## src/rtl/gpp_txrx_pkg.sv

```systemverilog
// Shared lane-format helpers for the GPP photonic transmit/receive blocks.
// A lane is {vld, dest, src, data} with data in the least significant bits.
// Offsets are functions of the id/payload widths so every block agrees on layout.
package gpp_txrx_pkg;

   // Payload always starts at bit 0 of a lane.
   localparam int OFF_DATA = 0;

   // Total lane width: valid bit, destination id, source id, payload.
   function automatic int lane_w(input int id_w, input int data_w);
      return 1 + 2 * id_w + data_w;
   endfunction

   // Source id sits directly above the payload.
   function automatic int off_src(input int id_w, input int data_w);
      return data_w + 0 * id_w;
   endfunction

   // Destination id sits above the source id.
   function automatic int off_dest(input int id_w, input int data_w);
      return data_w + id_w;
   endfunction

   // Valid bit is the lane MSB.
   function automatic int off_vld(input int id_w, input int data_w);
      return data_w + 2 * id_w;
   endfunction

endpackage

```

## src/rtl/rx_lane_fifo.sv

```systemverilog
// Single-lane receive FIFO holding {src, data} entries.
// Latency: a pushed entry is visible at rdata the cycle after the push edge.
// Backpressure: push into a full FIFO is ignored unless a pop frees a slot in the same cycle.
module rx_lane_fifo #(
   parameter int W     = 10,
   parameter int DEPTH = 4
) (
   input  logic         clk,
   input  logic         rst,
   input  logic         push,
   input  logic         pop,
   input  logic [W-1:0] wdata,
   output logic [W-1:0] rdata,
   output logic         empty,
   output logic         full
);
   localparam int PW = $clog2(DEPTH);
   localparam int CW = PW + 1;

   logic [W-1:0]  mem_q [DEPTH];
   logic [PW-1:0] wr_ptr_q, rd_ptr_q;
   logic [CW-1:0] count_q, count_d;
   logic          do_push, do_pop;

   assign empty = (count_q == '0);
   assign full  = (count_q == CW'(DEPTH));
   assign rdata = mem_q[rd_ptr_q];

   // A pop on an empty FIFO is meaningless; a pop frees the slot a full-FIFO push needs.
   assign do_pop  = pop & ~empty;
   assign do_push = push & (~full | do_pop);

   // Occupancy changes only when exactly one of push/pop takes effect.
   always_comb begin
      count_d = count_q;
      if (do_push && !do_pop)
         count_d = count_q + 1'b1;
      else if (do_pop && !do_push)
         count_d = count_q - 1'b1;
   end

   // Pointers wrap naturally modulo DEPTH since DEPTH is a power of two.
   always_ff @(posedge clk or posedge rst) begin
      if (rst) begin
         wr_ptr_q <= '0;
         rd_ptr_q <= '0;
         count_q  <= '0;
      end else begin
         count_q <= count_d;
         if (do_push) wr_ptr_q <= wr_ptr_q + 1'b1;
         if (do_pop)  rd_ptr_q <= rd_ptr_q + 1'b1;
      end
   end

   // Storage needs no reset; validity is tracked by count_q.
   always_ff @(posedge clk) begin
      if (do_push) mem_q[wr_ptr_q] <= wdata;
   end

endmodule

```

## src/rtl/rx_multichannel_buffer.sv

```systemverilog
// Multi-lane WDM receiver: captures packets addressed to this node into per-lane FIFOs.
// Latency: capture 1 cycle into FIFO; read data/valid registered, 1 cycle after rd_en.
// Backpressure: none upstream; packets hitting a full lane are dropped and flagged in ovf.
module rx_multichannel_buffer
   import gpp_txrx_pkg::*;
#(
   parameter int ID_W   = 2,
   parameter int DATA_W = 8,
   parameter int CH     = 4,
   parameter int DEPTH  = 4,
   parameter int BCAST  = 1
) (
   input  logic                                   clk,
   input  logic                                   rst,
   input  logic [CH*lane_w(ID_W, DATA_W)-1:0]     rx_in,
   input  logic [ID_W-1:0]                        id,
   input  logic                                   rtr_write_enable,
   input  logic                                   rd_en,
   input  logic [((CH > 1) ? $clog2(CH) : 1)-1:0] rd_ch,
   input  logic                                   ovf_clr,
   output logic [CH-1:0]                          flag_res,
   output logic [CH-1:0]                          full,
   output logic [CH-1:0]                          ovf,
   output logic [DATA_W-1:0]                      data_out,
   output logic [ID_W-1:0]                        src_out,
   output logic                                   data_valid,
   output logic                                   rd_err
);
   localparam int LW = lane_w(ID_W, DATA_W);
   localparam int EW = ID_W + DATA_W;
   localparam int VO = off_vld(ID_W, DATA_W);
   localparam int DO = off_dest(ID_W, DATA_W);

   logic [CH-1:0]     match, lane_empty, lane_full, pop_vec, ovf_new;
   logic [EW-1:0]     lane_rdata [CH];
   logic [EW-1:0]     head;
   logic              rd_hit, rd_ok;
   logic [CH-1:0]     ovf_q, ovf_d;
   logic [DATA_W-1:0] data_q;
   logic [ID_W-1:0]   src_q;
   logic              dv_q, err_q;

   for (genvar k = 0; k < CH; k++) begin : g_lane
      logic [LW-1:0]   lane;
      logic [ID_W-1:0] dest;
      assign lane = rx_in[k*LW +: LW];
      assign dest = lane[DO +: ID_W];
      // Unicast hit on our id, or broadcast when enabled.
      assign match[k] = lane[VO] & rtr_write_enable &
                        ((dest == id) | ((BCAST != 0) & (dest == '1)));
      rx_lane_fifo #(.W(EW), .DEPTH(DEPTH)) u_fifo (
         .clk   (clk),
         .rst   (rst),
         .push  (match[k]),
         .pop   (pop_vec[k]),
         .wdata (lane[OFF_DATA +: EW]),
         .rdata (lane_rdata[k]),
         .empty (lane_empty[k]),
         .full  (lane_full[k])
      );
   end

   assign flag_res = ~lane_empty;
   assign full     = lane_full;

   // Select the requested lane; an out-of-range rd_ch selects nothing and reads as empty.
   always_comb begin
      rd_hit  = 1'b0;
      head    = '0;
      pop_vec = '0;
      for (int k = 0; k < CH; k++) begin
         if (int'(rd_ch) == k) begin
            rd_hit     = ~lane_empty[k];
            head       = lane_rdata[k];
            pop_vec[k] = rd_en & ~lane_empty[k];
         end
      end
      rd_ok = rd_en & rd_hit;
   end

   // A drop only happens when the lane is full and not being drained this cycle.
   always_comb begin
      ovf_new = match & lane_full & ~pop_vec;
      ovf_d   = (ovf_q & ~{CH{ovf_clr}}) | ovf_new;
   end

   // Sticky overflow bits and the registered read port.
   always_ff @(posedge clk or posedge rst) begin
      if (rst) begin
         ovf_q  <= '0;
         data_q <= '0;
         src_q  <= '0;
         dv_q   <= 1'b0;
         err_q  <= 1'b0;
      end else begin
         ovf_q <= ovf_d;
         dv_q  <= rd_ok;
         err_q <= rd_en & ~rd_ok;
         if (rd_ok) begin
            data_q <= head[DATA_W-1:0];
            src_q  <= head[DATA_W +: ID_W];
         end
      end
   end

   assign ovf        = ovf_q;
   assign data_out   = data_q;
   assign src_out    = src_q;
   assign data_valid = dv_q;
   assign rd_err     = err_q;

endmodule
```

## config.mk

```make
export PLATFORM = sky130hd
export DESIGN_NAME = rx_multichannel_buffer
export DESIGN_NICKNAME = d
export VERILOG_FILES = /design/src/rtl/gpp_txrx_pkg.sv /design/src/rtl/rx_lane_fifo.sv /design/src/rtl/rx_multichannel_buffer.sv
export SDC_FILE = /design/constraint.sdc
export NUM_CORES = 1
export LEC_CHECK = 0
export CAP_MARGIN = 0
export CORE_ASPECT_RATIO = 2
export CORE_MARGIN = 4
export CORE_UTILIZATION = 45
export CTS_BUF_LIST = sky130_fd_sc_hd__clkbuf_4
export DETAILED_ROUTE_END_ITERATION = 6
export GPL_TIMING_DRIVEN = 0
export PLACE_DENSITY = 0.62
export RECOVER_POWER = 50
export SLEW_MARGIN = 10
export SYNTH_ARGS = -nofsm -noshare
export SYNTH_HDL_FRONTEND = slang
export SYNTH_SLANG_ARGS = --single-unit
```

## constraint.sdc

```tcl
create_clock -name clk -period 2.5 [get_ports clk]
set_input_delay 0.375 -clock clk [delete_from_list [all_inputs] [get_ports clk]]
set_output_delay 0.375 -clock clk [all_outputs]
set_load 0.005 [all_outputs]
```

==> metrics.md <==
| Metric | Value |
|---|---|
| Die height | around 200 um |
| Relative slew slack | 42.1% |
| Worst hold path type | primary input to flop |
| Clk buf depth | 3 |
| Predominant post-synthesis flop cell | edfxtp_1 |
| Ys async rst share | 21.6% |
| # rows | 71 |
| Yosys warnings | 0 |
| Post-synth EDFFs | 160 |
| Global-route wire length before repair | 29,300 um |
| Fraction of layout cells with a size suffix above 1 | 16.5% |
| Type of origin of the critical path | flop |
| Crit-path max FO | 5 |
| Via/cell ratio | 5.14 |
| Die ar. | 0.0217 sq mm |
| DR DRC count | 0 |
| Layout Area Growth over Synthesis | 21.5% |
| Overall Power | 0.0101 W |
| Core box area | 0.0189 sq mm |
| Initial antenna violation count | 1 |
| Seq/Total Area, Yosys | 67.9% |
| Final worst path period need | 2400 ps |
| Initial Utilization | 46.0% |
| Critical path required time | roughly 2100 ps |
| PortBufs | 84 |
| Leakage | 4.00 nW |
| FF+latch count, synth | 204 |
| Routed len/inst | 19.0 um |
| RSZ-0062 raised after global routing | false |
| CP arrival | 2030 ps |
| Status | finished, final reports clean |
| Cell area after synthesis | 0.00870 sq mm |
| Via count | 5,092 |
| Synth area leader | edfxtp_1 |
| Final number of hold-violating endpoints | 0 |
| HPWL Detailed | ~14,000 um |
| Clock Sinks | 204 |
| Drt first-iter violations | around 140 |
| Synth area leaders | edfxtp_1 55%, dfrtp_1 13%, mux2i_1 9.2%, ha_1 2.9%, o22ai_1 2.9% |
| Die X | roughly 110 um |
| Vias in the first global route | 5,695 |
| CP Capture Type | primary output |
| Pwr Density | 959 mW/mm^2 |
| Netlist cell types | 48 |
| TritonCTS buffer count | 45 |
| Clk Latency, worst-skew pair | 640 ps |
| Setup TNS | 0 ps |
| Net Count, Synth | 650 |
| Post-Route WL | 18,800 um |
| CTS tree | built |
| Worst Path Class, Setup | flop to primary output |
| GPL Wtd Cong | 0.780 |
| Pin count of the biggest net entering global routing | 27 |
| Worst Tran Pin Value | roughly 870 ps |
| Final setup fails | 0 |
| Peak supply drop | 421 uV |
| IO Count | 85 |
| Slew Limit Fails | 0 |
| Syn Area/Cell | 15.4 sq um |
| Global route overflow | 0 |
| Clock skew | 29.9 ps |
| # H-tree levels | 2 |
| F_max | approximately 420 MHz |
| DR pass1 iterations | 6 |
| Reg clk slew, reported paths | 70 ps |
| Final ANT Viol Nets | 0 |
| Total track usage | 17.8% |
| Max_cap viols | 0 |
| Yosys top cell area share | 55.3% |
| Synth Instances | 565 |
| Root Driver | clkbuf_4 |
| Nets@finish | 785 |
| Fin crit share | 96.1% |
-- synthesized netlist by cell type, drive strengths merged, types with 5 or more instances --
cell type and number:
xor2 11, o22ai 40, nand2b 12, clkbuf 9
buf 18, a21oi 7, nand3 22, mux2i 80
edfxtp 160, dfrtp 44, and2 18, o21ai 22
ha 20, inv 23, nor3b 5, mux2 8
nand2 14, nor2 7, xnor2 13
-- report_power, final --
part / switching (W) / total, W / internal (W)
sequential: 0.000377 / 0.00452 / 0.00414
clock: 0.00122 / 0.00276 / 0.00154
combinational: 0.00147 / 0.00286 / 0.00139
-- metal layers --
metal	vias up	routed length [um]	part of all wire (%)	track usage, %
li1	2418	-	-	-
met1	2475	6120	33	16.7
met4	0	1070	5.7	10.3
met2	137	10800	57	34.8
met3	62	814	4.3	3.06
met5	-	0	0	0
-- flip-flops by register name, summed over array words and instances (netlist names) --
register	count
data_valid	1
ovf	4
src_out	2
g_lane.u_fifo.mem_q	160
g_lane.u_fifo.rd_ptr_q	8
g_lane.u_fifo.wr_ptr_q	8
rd_err	1
data_out	8
g_lane.u_fifo.count_q	12
-- worst paths after layout --
path                                                               from                                        to  slack [ps]  depth (start not counted)
worst max-delay path            g_lane[2].u_fifo.count_q[0]$_DFFE_PP0P_                                   full[2]         100                          3
worst min-delay path                                            ovf_clr                          ovf[2]$_DFF_PP0_         350                          2
worst max register to register  g_lane[2].u_fifo.count_q[0]$_DFFE_PP0P_   g_lane[2].u_fifo.count_q[1]$_DFFE_PP0P_         160                          8
worst min register to register                         ovf[0]$_DFF_PP0_                          ovf[0]$_DFF_PP0_         490                          2
max in group asynchronous                                           rst  g_lane[1].u_fifo.wr_ptr_q[0]$_DFFE_PP0P_        1490                          3
min in group asynchronous                                           rst                          rd_err$_DFF_PP0_         370                          2
-- cell type report --
type | instances | area (sq um)
Antenna cell | 1 | 2.50
Buffer | 27 | 143
Clock buffer | 67 | 503
Clock inverter | 15 | 136
Fill cell | 1560 | 8350
Inverter | 23 | 86.3
Multi-Input combinational cell | 311 | 2590
Sequential cell | 204 | 5910
Tap cell | 255 | 319
Timing Repair Buffer | 88 | 883
-- cells by family (layout without fill, tap and decap cells) --
logic type	Yosys count	after routing	synth area share, %
AND/OR/NAND/NOR	94	94	6.98
adder cells (fa/ha/maj)	24	24	3.80
other	0	1	0
flip-flops	204	204	67.9
XOR/XNOR	24	24	2.42
AO/OA/AOI/OAI	81	81	5.88
buffers and inverters	50	220	2.63
multiplexers	88	88	10.4
-- what timing repair did --
action,4_1_cts,5_1_grt
pin swaps,1,1
setup buffers,1,2
resized for setup,5,2
hold buffers,0,0
endpoints found under the setup margin,5,4
-- through the flow --
stage | area [sq um] | cells | hold slack (ps) | utilization [%] | setup WS (ps)
2_1_floorplan | 8700 | 565 | 456 | - | 298
3_3_place_gp | 9860 | 904 | 467 | 52.1 | -484
3_5_place_dp | 9880 | 905 | 475 | 52.2 | -618
4_1_cts | 10600 | 988 | 46.9 | 55.8 | -17.1
5_1_grt | 10600 | 991 | 335 | 55.8 | 0.840
6_report | 10600 | 991 | 346 | 55.8 | 96.6
-- worst max-delay path: stages, from the launching register on --
cell and delay [ps]:
dfrtp_1 460, nor3b_2 300, buf_4 150, clkdlybuf4s50_1 500
-- placed cells by master, fill, tap and decap left out, types with 6 or more instances in the layout --
cell             count
a21oi_1              6
and2_1              16
buf_2               10
buf_4               10
clkbuf_1             7
clkbuf_4            67
clkdlybuf4s50_1     43
clkinv_1            10
dfrtp_1             43
dlygate4sd3_1       41
edfxtp_1           160
ha_1                20
inv_1               23
mux2i_1             80
nand2_1             14
nand2b_1            12
nand3_1             21
nor2_1               7
o21ai_0             18
o22ai_1             40
xnor2_1             13
xor2_1              11
(Power assumes the default switching activity.)
